==> config.mk <==
export PLATFORM = sky130hd
export DESIGN_NAME = cache_bus_bridge
export DESIGN_NICKNAME = d
export VERILOG_FILES = /design/src/rtl/cache_bus_bridge_pkg.sv /design/src/rtl/cache_bus_bridge.sv
export SDC_FILE = /design/constraint.sdc
export NUM_CORES = 1
export LEC_CHECK = 0
export CAP_MARGIN = 20
export CORE_ASPECT_RATIO = 0.75
export CORE_UTILIZATION = 30
export DETAILED_ROUTE_END_ITERATION = 10
export GPL_TIMING_DRIVEN = 0
export PLACE_DENSITY = 0.69
export SLEW_MARGIN = 40
export SYNTH_ARGS = -nofsm -noshare
export SYNTH_HDL_FRONTEND = slang
export SYNTH_SLANG_ARGS = --single-unit
==> constraint.sdc <==
create_clock -name clk -period 4.15 [get_ports clk]
set_clock_uncertainty 0.1 [all_clocks]
set_input_delay 0.83 -clock clk [delete_from_list [all_inputs] [get_ports clk]]
set_output_delay 0.83 -clock clk [all_outputs]
set_load 0.03 [all_outputs]
==> src/rtl/cache_bus_bridge_pkg.sv <==
// Shared definitions for the cache-to-SRAM-bus bridge: request type codes,
// bus size codes and the bridge state encoding.
package cache_bus_bridge_pkg;

  localparam logic [2:0] TYPE_BYTE = 3'b000;
  localparam logic [2:0] TYPE_HALF = 3'b001;
  localparam logic [2:0] TYPE_WORD = 3'b010;
  localparam logic [2:0] TYPE_LINE = 3'b100;

  localparam logic [1:0] SIZE_BYTE = 2'd0;
  localparam logic [1:0] SIZE_HALF = 2'd1;
  localparam logic [1:0] SIZE_WORD = 2'd2;

  typedef enum logic [2:0] {
    IDLE    = 3'd0,
    RD_REQ  = 3'd1,
    RD_WAIT = 3'd2,
    WR_REQ  = 3'd3,
    WR_WAIT = 3'd4
  } state_e;

  // Unknown request codes fall back to a full-word access.
  function automatic logic [1:0] type_to_size(input logic [2:0] t);
    case (t)
      TYPE_BYTE: type_to_size = SIZE_BYTE;
      TYPE_HALF: type_to_size = SIZE_HALF;
      default:   type_to_size = SIZE_WORD;
    endcase
  endfunction

endpackage

==> src/rtl/cache_bus_bridge.sv <==
// Serialises one cache read or write request (single access or whole line)
// into single-word transactions on the SRAM-like bus; read words return in order.
module cache_bus_bridge
  import cache_bus_bridge_pkg::*;
#(
  parameter int LINE_WORDS = 4
) (
  input  logic                     clk,
  input  logic                     resetn,
  input  logic                     rd_req,
  input  logic [2:0]               rd_type,
  input  logic [31:0]              rd_addr,
  output logic                     rd_rdy,
  output logic                     ret_valid,
  output logic                     ret_last,
  output logic [31:0]              ret_data,
  input  logic                     wr_req,
  input  logic [2:0]               wr_type,
  input  logic [31:0]              wr_addr,
  input  logic [3:0]               wr_wstrb,
  input  logic [32*LINE_WORDS-1:0] wr_data,
  output logic                     wr_rdy,
  output logic                     bus_req,
  output logic                     bus_wr,
  output logic [1:0]               bus_size,
  output logic [31:0]              bus_addr,
  output logic [3:0]               bus_wstrb,
  output logic [31:0]              bus_wdata,
  input  logic                     bus_addr_ok,
  input  logic                     bus_data_ok,
  input  logic [31:0]              bus_rdata
);

  localparam int CW = $clog2(LINE_WORDS);
  localparam int DW = 32 * LINE_WORDS;

  state_e          state_q, state_d;
  logic [CW-1:0]   cnt_q, cnt_d;
  logic [2:0]      type_q, type_d;
  logic [31:0]     addr_q, addr_d;
  logic [3:0]      wstrb_q, wstrb_d;
  logic [DW-1:0]   wdata_q, wdata_d;
  logic            ret_valid_q, ret_valid_d;
  logic            ret_last_q, ret_last_d;
  logic [31:0]     ret_data_q, ret_data_d;

  logic            is_line;
  logic            is_rd;
  logic            last_word;
  logic            word_done;

  assign is_line   = (type_q == TYPE_LINE);
  assign is_rd     = (state_q == RD_REQ) || (state_q == RD_WAIT);
  assign last_word = !is_line || (cnt_q == CW'(LINE_WORDS - 1));

  always_ff @(posedge clk or negedge resetn) begin
    if (!resetn) begin
      state_q     <= IDLE;
      cnt_q       <= '0;
      type_q      <= '0;
      addr_q      <= '0;
      wstrb_q     <= '0;
      wdata_q     <= '0;
      ret_valid_q <= 1'b0;
      ret_last_q  <= 1'b0;
      ret_data_q  <= '0;
    end else begin
      state_q     <= state_d;
      cnt_q       <= cnt_d;
      type_q      <= type_d;
      addr_q      <= addr_d;
      wstrb_q     <= wstrb_d;
      wdata_q     <= wdata_d;
      ret_valid_q <= ret_valid_d;
      ret_last_q  <= ret_last_d;
      ret_data_q  <= ret_data_d;
    end
  end

  // Writes win a same-cycle contest so a dirty writeback precedes its refill.
  always_comb begin
    state_d     = state_q;
    cnt_d       = cnt_q;
    type_d      = type_q;
    addr_d      = addr_q;
    wstrb_d     = wstrb_q;
    wdata_d     = wdata_q;
    ret_valid_d = 1'b0;
    ret_last_d  = 1'b0;
    ret_data_d  = ret_data_q;
    word_done   = 1'b0;

    case (state_q)
      IDLE: begin
        if (wr_req) begin
          type_d  = wr_type;
          addr_d  = wr_addr;
          wstrb_d = wr_wstrb;
          wdata_d = wr_data;
          cnt_d   = '0;
          state_d = WR_REQ;
        end else if (rd_req) begin
          type_d  = rd_type;
          addr_d  = rd_addr;
          wstrb_d = '0;
          wdata_d = '0;
          cnt_d   = '0;
          state_d = RD_REQ;
        end
      end
      RD_REQ, WR_REQ: begin
        if (bus_addr_ok) begin
          if (bus_data_ok) begin
            word_done = 1'b1;
          end else begin
            state_d = (state_q == RD_REQ) ? RD_WAIT : WR_WAIT;
          end
        end
      end
      RD_WAIT, WR_WAIT: begin
        if (bus_data_ok) begin
          word_done = 1'b1;
        end
      end
      default: state_d = IDLE;
    endcase

    if (word_done) begin
      if (last_word) begin
        state_d = IDLE;
      end else begin
        cnt_d   = cnt_q + CW'(1);
        state_d = is_rd ? RD_REQ : WR_REQ;
      end
      if (is_rd) begin
        ret_valid_d = 1'b1;
        ret_last_d  = last_word;
        ret_data_d  = bus_rdata;
      end
    end
  end

  assign rd_rdy    = (state_q == IDLE) && !wr_req;
  assign wr_rdy    = (state_q == IDLE);
  assign bus_req   = (state_q == RD_REQ) || (state_q == WR_REQ);
  assign bus_wr    = (state_q == WR_REQ) || (state_q == WR_WAIT);
  assign bus_size  = is_line ? SIZE_WORD : type_to_size(type_q);
  assign bus_addr  = is_line ? {addr_q[31:CW+2], cnt_q, 2'b00} : addr_q;
  assign bus_wstrb = !bus_wr ? 4'b0000 : (is_line ? 4'b1111 : wstrb_q);
  // Non-line accesses keep cnt at zero, so they naturally select word 0.
  assign bus_wdata = wdata_q[{cnt_q, 5'b00000} +: 32];

  assign ret_valid = ret_valid_q;
  assign ret_last  = ret_last_q;
  assign ret_data  = ret_data_q;

endmodule

After elaboration in Yosys (flattened, before gate mapping):

Index checks and enable logic that the tools add are counted.
Widths: inputs -> output; s select.

* register bits: 206
* input bits: 240

* shift operators: 1
* equal/unequal tests: 11
* add/subtract/negate cells: 1
* muxes and demuxes: 34
* reductions and logical operators: 15

Operators with widths (count)
* $mux 128: 2
* $shiftx 128x8->32: 1
* $mux 32: 2
* $mux 3: 8
* $mux 4: 5
* $mux 2: 8
* $pmux 3 s3: 1
* $eq 3x1->1 const B: 2
* $eq 3x2->1 const B: 2
* $eq 3x3->1 const B: 2
* $logic_not 3->1: 2
* $mux 1: 6
* $ne 3x3->1 const B: 2
* $logic_or 1x1->1: 4
* $ne 4x3->1 const B: 1
* $pmux 2 s2: 1
* $reduce_and 2->1: 2
* $reduce_and 4->1: 1
* $reduce_or 2->1: 2
* $add 2x1->2 const B: 1
* $eq 2x2->1 const B: 1
* $logic_not 1->1: 2
* $ne 2x2->1 const B: 1
* $pmux 1 s2: 1
* other kinds (2): 2

Logic depth before layout (Yosys ltp):

* word-level depth: 6
* depth in mapped cells: 7

Worst setup path after synthesis:

Ideal clock, no wire load.

* kind: input -> output
* start point: input port wr_req
* end point: output port rd_rdy
* path slack: 0.975 ns
* path buffers: 2
* stages on the path: 3
* arrival: 2.245 ns
* cell sequence: buf_2 -> buf_1 -> nor4_1

* word-level cells in the longest chain between the ends: 2

Ends and longest elaborated chain
* from (decl): RTL line cache_bus_bridge.sv:17 `input logic wr_req,`
* $logic_not 1->1: RTL line cache_bus_bridge.sv:143 `assign rd_rdy = (state_q == IDLE) && !wr_req;`
* $logic_and 1x1->1: RTL line cache_bus_bridge.sv:143
* to (decl): RTL line cache_bus_bridge.sv:13 `output logic rd_rdy,`

No other way between the ends.

Final worst setup path:

* start point: register cnt_q[1]
* end point: output port bus_wdata[22]

* word-level cells in the longest chain between the ends: 1

Ends and longest elaborated chain
* from (decl): RTL line cache_bus_bridge.sv:38 `logic [CW-1:0] cnt_q, cnt_d;`
* from (signal assigned): RTL line cache_bus_bridge.sv:69 `cnt_q <= cnt_d;`
* $shiftx 128x8->32: RTL line cache_bus_bridge.sv:151 `assign bus_wdata = wdata_q[{cnt_q, 5'b00000} +: 32];`
* to (decl): RTL line cache_bus_bridge.sv:28 `output logic [31:0] bus_wdata,`

No other way between the ends.

==> results.yml <==
outcome:
  outcome: "finished, final reports clean"
cells_and_area:
  finish.utilization_pct: 46.8
  nets: 1267
  register_area_um2: 5150
  layout.cells.non_filler: 1434
  fill_cells: 2662
  multi_input_area_um2: 3270
  drive_gt1_share_pct: 16.1
  area_growth_pct: 53.1
logic_synthesis:
  yosysMostFrequentCell: "dfrtp_1"
  syn_area_um2: 8930
  synth_common_cells: "206 x dfrtp_1, 132 x a22o_1, 44 x nand2_1, 38 x buf_2"
  yosysUniqueCellTypes: 34
  synth_largest_area_cell: "dfrtp_1"
  synth-seq-cells: 206
  synth.top_cells.by_area: "dfrtp_1 58%, a22o_1 13%, mux4_2 8.1%"
  synthFlopType: "dfrtp_1"
  synthesis.instances: 651
  syn_avg_cell_area_um2: 13.7
  ys_warn_count: 0
  synth_nets: 892
  yosysSeqAreaShare_pct: 57.7
  ys_async_sr_fraction_pct: 100
  synth_top_area_share_pct: 57.7
  synth_edf_count: 0
placement:
  globalplace.congestion: 0.785
  portBuffers: 347
  dp.cells: 1393
  place_ws_ns: 0.250
  hpwl_mm: 21.5
power:
  ir_drop_mv: 0.476
  power_density_nw_per_um2: 774
  power_leakage_nw: 5.90
timing:
  hold_viol_final: 0
  fin_crit_sh_pct: 93.7
  fin_ws_ns: 0.260
  slew-limit-headroom_pct: 47.0
  whs_ns: 0.108
  clock.fmax_ghz: 0.257
  rsz0062_at_grt: "no"
  maxSlewViolCount: 0
  post-route-min-period_ns: 3.89
  worst_slew_pin_slew_ns: 0.795
  setup_violations: 0
  tns_ns: 0
floorplanning:
  die-area_um2: 30500
  pin_count: 348
  die_w_um: 201
  coreArea_um2: 29200
  die_y_um: 151
  start_util_pct: 30.6
  rows: 54
worst_setup_path:
  ff2ff_setup_slack_ns: 1.73
  crit_required_ns: 3.22
  start_kind: "flip-flop"
  cp_data_arrival_time_ns: 2.96
  crit_path_end_kind: "primary output"
  startpoint: "cnt_q[1]"
  rr_startpoint: "state_q[0]"
  path_class: "reg -> out"
  critPathMaxFanout: 10
routing:
  ant_nets: 0
  detail_route.wl_per_cell_um: 20.3
  vias_per_cell: 4.88
  wl_mm: 29.1
  first_pass_iters: 4
  drcViolationCount: 0
  vias: 6991
  drtIter0Drc: 261
cts:
  clockRootBuffer: "clkbuf_16"
  cts_buffers: 23
  hold_buffers: 0
  cts_tree: "built"
  clock-sinks: 206
  cts_max_path_buffers: 3
  cts_resized: 0
  htreeDepth: 1
  clk_pin_slew_ns: 0.06
  cts_setup_buffers: 0
  insertion_delay_ns: 0.50
global_routing:
  grt_usage_pct: 19.1
  grt_start_max_net_pins: 65
  antenna_found_initial: 4
  grt_pass1_vias: 7339
  overflow: 0
  grt_pass1_wl_mm: 44.4
job:
  cap_violations: 0
hold_path:
  worst_hold_path_type: "in -> async"
-- worst max-delay path: stages (launching register included) --
cell and delay (ns):
dfrtp_1 0.35, clkbuf_1 0.39, clkbuf_1 0.66, mux4_2 0.44, clkdlybuf4s50_1 0.61
-- power by group --
part | switching [mW] | internal (mW) | leakage (nW)
sequential | 0.477 | 2.89 | 2.60
clock | 0.815 | 1.08 | 0.329
combinational | 2.78 | 2.54 | 2.98
total | 4.08 | 6.51 | 5.90
-- per-stage QoR --
step                cell area (um^2)  total power, mW
floorplan                       8930             6.60
global placement               12900             8.67
detailed placement             13000             8.75
CTS                            13700             10.7
global route                   13700             11.2
finish                         13700             10.6
-- cell type report --
class                   count  share of cell area (%)
diodes                      5                  0.0915
plain buffers              85                    3.64
clock buffers              31                    4.72
clock inverters             5                   0.247
inverters                   2                  0.0549
multi-input cells         358                    23.9
flip-flops and latches    206                    37.7
well taps                 392                    3.59
repair buffers            350                    26.0
-- state kept, by name, indices dropped and copies added, names as in the netlist --
name / cells
type_q: 3
addr_q: 32
wdata_q: 128
state_q: 3
ret_data: 32
ret_last: 1
wstrb_q: 4
cnt_q: 2
ret_valid: 1
-- placed cells by master, fill, tap and decap left out, types with 2 or more instances in the layout --
cell,count
a21oi_1,7
a22o_1,132
buf_1,2
buf_16,3
buf_2,38
buf_4,29
buf_6,3
clkbuf_1,17
clkbuf_16,23
clkbuf_8,4
clkdlybuf4s50_1,346
clkinv_2,2
clkinvlp_4,2
dfrtp_1,206
diode_2,5
inv_1,2
mux2_1,9
mux2_2,26
mux2i_1,37
mux4_2,32
nand2_1,44
nand3_1,2
nor2_1,5
nor2b_1,6
o21a_1,5
o21ai_0,37
o22a_1,2
-- final timing paths --
check | cells after the start | to
min in group clk | 2 | addr_q[0]
worst max-delay path | 4 | bus_wdata[22]
worst min register to register | 2 | addr_q[0]
max in group asynchronous | 2 | wdata_q[103]
worst max register to register | 7 | addr_q[2]
worst min-delay path | 1 | addr_q[19]
-- kinds of logic after synthesis --
group	Yosys count	share of synthesized area, %
XOR/XNOR	1	0.0981
flip-flops	206	57.7
AND/OR/NAND/NOR	65	3.39
buffers and inverters	87	5.66
AO/OA/AOI/OAI	187	16.4
multiplexers	104	16.6
adder cells (fa/ha/maj)	1	0.140
-- routing by layer --
layer | track usage [%] | part of all wire, % | up-vias
met3 | 4.73 | 6.8 | 37
met1 | 26.5 | 45 | 3536
li1 | - | - | 3172
met4 | 4.24 | 2.2 | 0
met2 | 30.2 | 46 | 246
met5 | 0 | 0 | -
Note: power is estimated with default switching activity, not from simulation.
